$ cat src/rtl/code_lock_pkg.sv
// code_lock_pkg
//   Shared definitions for the combination-lock sequencer and its display driver:
//   the state encoding (enum plus plain numeric constants) and a width helper
//   for the shared down-counter.
package code_lock_pkg;

  typedef enum logic [2:0] {
    ST_IDLE    = 3'd0,
    ST_ARM1    = 3'd1,
    ST_ARM2    = 3'd2,
    ST_VERIFY  = 3'd3,
    ST_OPEN    = 3'd4,
    ST_LOCKOUT = 3'd5
  } state_t;

  localparam logic [2:0] STATE_IDLE    = 3'd0;
  localparam logic [2:0] STATE_ARM1    = 3'd1;
  localparam logic [2:0] STATE_ARM2    = 3'd2;
  localparam logic [2:0] STATE_VERIFY  = 3'd3;
  localparam logic [2:0] STATE_OPEN    = 3'd4;
  localparam logic [2:0] STATE_LOCKOUT = 3'd5;

  // Bits needed to hold (max(a,b) - 1); never less than one bit.
  function automatic int unsigned timer_width(input int unsigned a, input int unsigned b);
    int unsigned m;
    m = (a > b) ? a : b;
    return (m <= 1) ? 1 : $clog2(m);
  endfunction

endpackage

$ cat src/rtl/code_lock_controller_timer.sv
// code_lock_timer
//   Loadable down-counter with a zero flag. Decrement saturates at zero.
// Ports
//   clk, rst_n  clock, asynchronous active-low reset
//   load        load load_value this cycle (has priority over dec)
//   load_value  value to load
//   dec         decrement by one when nonzero
//   zero        count is zero
module code_lock_timer #(
  parameter int unsigned W = 10
) (
  input  logic         clk,
  input  logic         rst_n,
  input  logic         load,
  input  logic [W-1:0] load_value,
  input  logic         dec,
  output logic         zero
);

  logic [W-1:0] count;

  always_ff @(posedge clk or negedge rst_n) begin
    if (!rst_n) begin
      count <= '0;
    end else if (load) begin
      count <= load_value;
    end else if (dec && (count != '0)) begin
      count <= count - 1'b1;
    end
  end

  assign zero = (count == '0);

endmodule

$ cat src/rtl/code_lock_controller.sv
// code_lock_controller
//   Combination-lock sequencer: IDLE->ARM1->ARM2->VERIFY on button_next strobes,
//   compares NUM_DIGITS shown digits against the password, counts consecutive
//   failures, holds LOCKOUT for LOCKOUT_CYCLES clocks after MAX_ATTEMPTS failures.
//   Optional macro CODE_LOCK_AUTO_RELOCK_EN: OPEN relocks to IDLE after
//   UNLOCK_CYCLES clocks without a press.
// Ports
//   clk, rst_n       clock, asynchronous active-low reset
//   button_next      one-cycle debounced strobe
//   digits_showing   displayed digits, digit k at [k*DIGIT_W +: DIGIT_W]
//   digits_password  password digits, same packing
//   state            current state (0 IDLE .. 5 LOCKOUT)
//   unlocked         state == OPEN
//   locked_out       state == LOCKOUT
//   attempts_left    MAX_ATTEMPTS minus current failure count
//   fail_pulse       one-cycle pulse per mismatched VERIFY press
module code_lock_controller
  import code_lock_pkg::*;
#(
  parameter int unsigned NUM_DIGITS     = 8,
  parameter int unsigned DIGIT_W        = 4,
  parameter int unsigned MAX_ATTEMPTS   = 3,
  parameter int unsigned LOCKOUT_CYCLES = 1000,
  parameter int unsigned UNLOCK_CYCLES  = 500
) (
  input  logic                                 clk,
  input  logic                                 rst_n,
  input  logic                                 button_next,
  input  logic [NUM_DIGITS*DIGIT_W-1:0]        digits_showing,
  input  logic [NUM_DIGITS*DIGIT_W-1:0]        digits_password,
  output logic [2:0]                           state,
  output logic                                 unlocked,
  output logic                                 locked_out,
  output logic [$clog2(MAX_ATTEMPTS+1)-1:0]    attempts_left,
  output logic                                 fail_pulse
);

  localparam int unsigned AW = $clog2(MAX_ATTEMPTS + 1);
  localparam int unsigned TW = timer_width(LOCKOUT_CYCLES, UNLOCK_CYCLES);
  localparam logic [AW-1:0] MAX_A       = AW'(MAX_ATTEMPTS);
  localparam logic [TW-1:0] LOCK_LOAD   = TW'(LOCKOUT_CYCLES - 1);
  localparam logic [TW-1:0] UNLOCK_LOAD = TW'(UNLOCK_CYCLES - 1);

  state_t          state_q, state_d;
  logic [AW-1:0]   fails_q, fails_d, fails_inc;
  logic            fail_pulse_q, fail_pulse_d;
  logic            timer_load, timer_dec, timer_zero;
  logic [TW-1:0]   timer_value;
  logic [NUM_DIGITS-1:0] digit_eq;
  logic            code_match;

  for (genvar k = 0; k < NUM_DIGITS; k++) begin : g_cmp
    assign digit_eq[k] = (digits_showing[k*DIGIT_W +: DIGIT_W] ==
                          digits_password[k*DIGIT_W +: DIGIT_W]);
  end
  assign code_match = &digit_eq;

  code_lock_timer #(.W(TW)) u_timer (
    .clk        (clk),
    .rst_n      (rst_n),
    .load       (timer_load),
    .load_value (timer_value),
    .dec        (timer_dec),
    .zero       (timer_zero)
  );

  assign fails_inc = fails_q + AW'(1);

  always_comb begin
    state_d      = state_q;
    fails_d      = fails_q;
    fail_pulse_d = 1'b0;
    timer_load   = 1'b0;
    timer_value  = '0;
    timer_dec    = 1'b0;
    case (state_q)
      ST_IDLE:   if (button_next) state_d = ST_ARM1;
      ST_ARM1:   if (button_next) state_d = ST_ARM2;
      ST_ARM2:   if (button_next) state_d = ST_VERIFY;
      ST_VERIFY: begin
        if (button_next) begin
          if (code_match) begin
            state_d     = ST_OPEN;
            fails_d     = '0;
            timer_load  = 1'b1;
            timer_value = UNLOCK_LOAD;
          end else begin
            fail_pulse_d = 1'b1;
            fails_d      = fails_inc;
            if (fails_inc == MAX_A) begin
              state_d     = ST_LOCKOUT;
              timer_load  = 1'b1;
              timer_value = LOCK_LOAD;
            end
          end
        end
      end
      ST_OPEN: begin
`ifdef CODE_LOCK_AUTO_RELOCK_EN
        timer_dec = 1'b1;
        if (timer_zero || button_next) state_d = ST_IDLE;
`else
        if (button_next) state_d = ST_IDLE;
`endif
      end
      ST_LOCKOUT: begin
        // Expiry takes precedence; presses are never looked at here.
        if (timer_zero) begin
          state_d = ST_IDLE;
          fails_d = '0;
        end else begin
          timer_dec = 1'b1;
        end
      end
      default: state_d = ST_IDLE;
    endcase
  end

  always_ff @(posedge clk or negedge rst_n) begin
    if (!rst_n) begin
      state_q      <= ST_IDLE;
      fails_q      <= '0;
      fail_pulse_q <= 1'b0;
    end else begin
      state_q      <= state_d;
      fails_q      <= fails_d;
      fail_pulse_q <= fail_pulse_d;
    end
  end

  assign state         = state_q;
  assign unlocked      = (state_q == ST_OPEN);
  assign locked_out    = (state_q == ST_LOCKOUT);
  assign attempts_left = MAX_A - fails_q;
  assign fail_pulse    = fail_pulse_q;

endmodule

$ cat config.mk
export PLATFORM = sky130hd
export DESIGN_NAME = code_lock_controller
export DESIGN_NICKNAME = d
export VERILOG_FILES = /design/src/rtl/code_lock_pkg.sv /design/src/rtl/code_lock_controller_timer.sv /design/src/rtl/code_lock_controller.sv
export SDC_FILE = /design/constraint.sdc
export NUM_CORES = 1
export LEC_CHECK = 0
export CAP_MARGIN = 10
export CORE_MARGIN = 8
export CORE_UTILIZATION = 38
export CTS_CLUSTER_DIAMETER = 40
export DETAILED_ROUTE_END_ITERATION = 16
export GPL_TIMING_DRIVEN = 0
export PLACE_DENSITY = 0.8
export SYNTH_ARGS = -nofsm -noshare
export SYNTH_HDL_FRONTEND = slang
export SYNTH_SLANG_ARGS = --single-unit
export TNS_END_PERCENT = 1
$ cat constraint.sdc
create_clock -name clk -period 2.2 [get_ports clk]
set_input_delay 0.55 -clock clk [delete_from_list [all_inputs] [get_ports clk]]
set_output_delay 0.55 -clock clk [all_outputs]
set_load 0.1 [all_outputs]
==> impl_metrics.tcl <==
set metrics [dict create \
    outcome "completed" \
    grt_use_met3_pct 2.561 \
    synth_edf_count 0 \
    finalCritPeriodShare_pct 97.80 \
    fp.dieW_microns 74.49 \
    r2r-end "u_timer.count[8]" \
    dr.pass1.iters 4 \
    crit_fanout 8 \
    async_reset_ff_share_pct 100.0 \
    worstRegToRegCells 7 \
    cts_tree "done" \
    grt_pass1_vias 1409 \
    rsz0062_at_grt "false" \
    worst_slew_pin_slew_ps 961.4 \
    clkLatencyLatePin_ps 290 \
    p_sw_share_pct 51.21 \
    maxCapViolations 0 \
    n_antenna_cell 0 \
    synth_area_leaders "dfrtp_1 31%, xnor2_1 23%, nand4_1 4.3%, xor2_1 3.4%, nand3_1 3.1%" \
    cpPeakStageDelay_ps 880 \
    vias 1302 \
    wl_microns 3807 \
    end_kind "primary output" \
    switching_power_uw 795.9 \
    post-synth-top-area-cell "dfrtp_1" \
    routedWlPerCell_microns 14.76 \
    worstPathRequired_ps 1650 \
    hold_path.class "reg2reg" \
    yosysSeqAreaShare_pct 30.80 \
    power.total_mw 1.554 \
    final_max_slew_viol_count 0 \
    clkTransAtPathRegs_ps 80 \
    yosysWarningCount 0 \
    cts_buffers 3 \
    fill_cells 301 \
    place_congestion 0.8254 \
    dr.first_iter.drc_count 52 \
    power_frac_clock_pct 10.2 \
    cp-start-kind "flip-flop" \
    cp.arrival_ps 1600 \
    final_cell_mix "66 x clkdlybuf4s50_1, 34 x xnor2_1, 13 x dfrtp_1" \
    setup_violations 0 \
    syn_avg_cell_area_sq_um 9.701 \
    path_buf_inv 1 \
    leakage_nw 0.7663 \
    comb_power_share_pct 60.4 \
    multiInputGateArea_sq_um 877.1 \
    cts_sinks 16 \
    seq_power_share_pct 29.3 \
    grt_max_degree 17 \
    nNetsFinal 283 \
    cts_setup_buffers 0 \
    criticalPathCategory "reg2out" \
    reg2reg_from "u_timer.count[0]" \
    vias_per_cell 5.047 \
    relSlewSlack_pct 36.16 \
    start_util_pct 39.27 \
    clk_path_buf_depth 2 \
    area_growth_pct 63.14 \
    grtUsageMet2_pct 28.27 \
    ant_nets 0 \
    fin_worst_skew_ps 0.7584 \
    remaining_drc_errors 0 \
    track_usage_pct 14.19 \
    final_common_cell "clkdlybuf4s50_1" \
    period_needed_ps 2152 \
    ios 75 \
    antenna_found_initial 0 \
    yosys.area.top_type_share_pct 30.80 \
    crit_slowest_cell "dlygate4sd2_1" \
    portBuffers 74 \
    coreArea_sq_um 3311 \
    cts-root-buf "clkbuf_4" \
    hold_viol_final 0 \
    p_int_uw 758.2 \
    synth_fp_nets 204 \
    path_cells "dlygate4sd2_1" \
    yosysUniqueCellTypes 37 \
    synthFlopType "dfrtp_1" \
    crit_family "buffers and inverters" \
    dp_hpwl_microns 3384 \
    min_delay_worst_endpoint "fails_q[0]" \
    power_density_nw_per_um2 732.8 \
    drive_above_1_share_pct 9.906 \
    r2r_slack_ps 390 \
    grt_overflow 0 \
    postSynthCellCount 134 \
    hold_start "fails_q[0]" \
    max-vdd-ir-drop_mv 0.2677 \
    synth_seq_cells 16 \
    die_area_sq_um 5549 \
    netlist_area_sq_um 1300 \
    rows 21 \
    met1_usage_pct 13.14 \
    max_freq_mhz 464.8 \
    hold_depth 1 \
    grt_pass1_wl_microns 6085 \
    post-route-util_pct 64.06 \
    die-height_microns 74.49 \
    regArea_sq_um 404.1 \
    busiest_layer "met2" \
    h-tree-depth 1 \
]
==> sequential cells by signal, indices dropped and copies added, names as in the netlist <==
signal / cells
state: 3
fails_q: 2
u_timer.count: 10
fail_pulse: 1
==> cells by family after synthesis <==
| kind of cell | synth area share (%) |
|---|---|
| buf+inv | 2.310 |
| simple gates | 25.99 |
| fa+ha+maj | 2.888 |
| compound gates | 11.74 |
| flops | 30.80 |
| xor+xnor | 26.28 |
==> cells in the mapped netlist (2+ instances only) <==
cell type and n:
dfrtp_1 16, nor2_1 7, o21ai_0 2, a21oi_1 4
xor2_1 5, inv_1 6, nand4_1 9, o31ai_1 3
nand2_1 7, nand3_1 8, nor4_2 2, nand4b_1 2
ha_1 3, xnor2_1 34, o211ai_1 3, o21bai_1 2
==> through the flow <==
stage          setup TNS (ps)  setup slack (ps)  hold slack [ps]  instances  cell area, sq um
6_report                    0             48.32            504.1        258              2121
4_1_cts                     0             10.24            504.0        258              2130
3_3_place_gp           -936.6            -258.2            477.8        254              2113
2_1_floorplan               0             138.3            254.4        134              1315
5_1_grt                     0             6.049            524.5        258              2121
3_5_place_dp            -1325            -277.2            487.1        254              2113
==> layer usage <==
| layer | routed length, microns | vias to the layer above |
|---|---|---|
| li1 | - | 634 |
| met1 | 1371 | 619 |
| met2 | 2151 | 40 |
| met3 | 192 | 9 |
| met4 | 92 | 0 |
| met5 | 0 | - |
==> power groups by stage <==
stage,sequential (mW),clock (mW),combinational (mW)
2_1_floorplan,0.651,0,0.473
3_3_place_gp,0.454,0,0.957
3_5_place_dp,0.461,0,0.977
4_1_cts,0.454,0.166,0.949
5_1_grt,0.468,0.179,1.01
6_report,0.456,0.159,0.939
==> area by class of cell <==
type                       count  share of cell area, %
buffer                         1                 0.3540
clock buffer                   4                  1.239
inverter                       6                  1.239
multi-input combinational    111                  41.36
sequential                    16                  19.06
tap                           46                  2.714
timing repair buffer          74                  34.04
==> how the worst max path moves through the flow <==
stage / startpoint / end / cells past startpoint
after global routing: state[1] / state[1] / 1
final: state[1] / state[1] / 1
after floorplan: state[2] / unlocked / 2
after detailed placement: state[1] / unlocked / 3
after CTS: state[2] / state[2] / 1
after global placement: state[1] / unlocked / 3
==> timing repair <==
item / 4_1_cts / 5_1_grt
endpoints found under the hold margin: 0 / 0
resized for setup: 15 / 5
endpoints found under the setup margin: 8 / 4
hold buffers: 0 / 0
(Power assumes the default switching activity.)
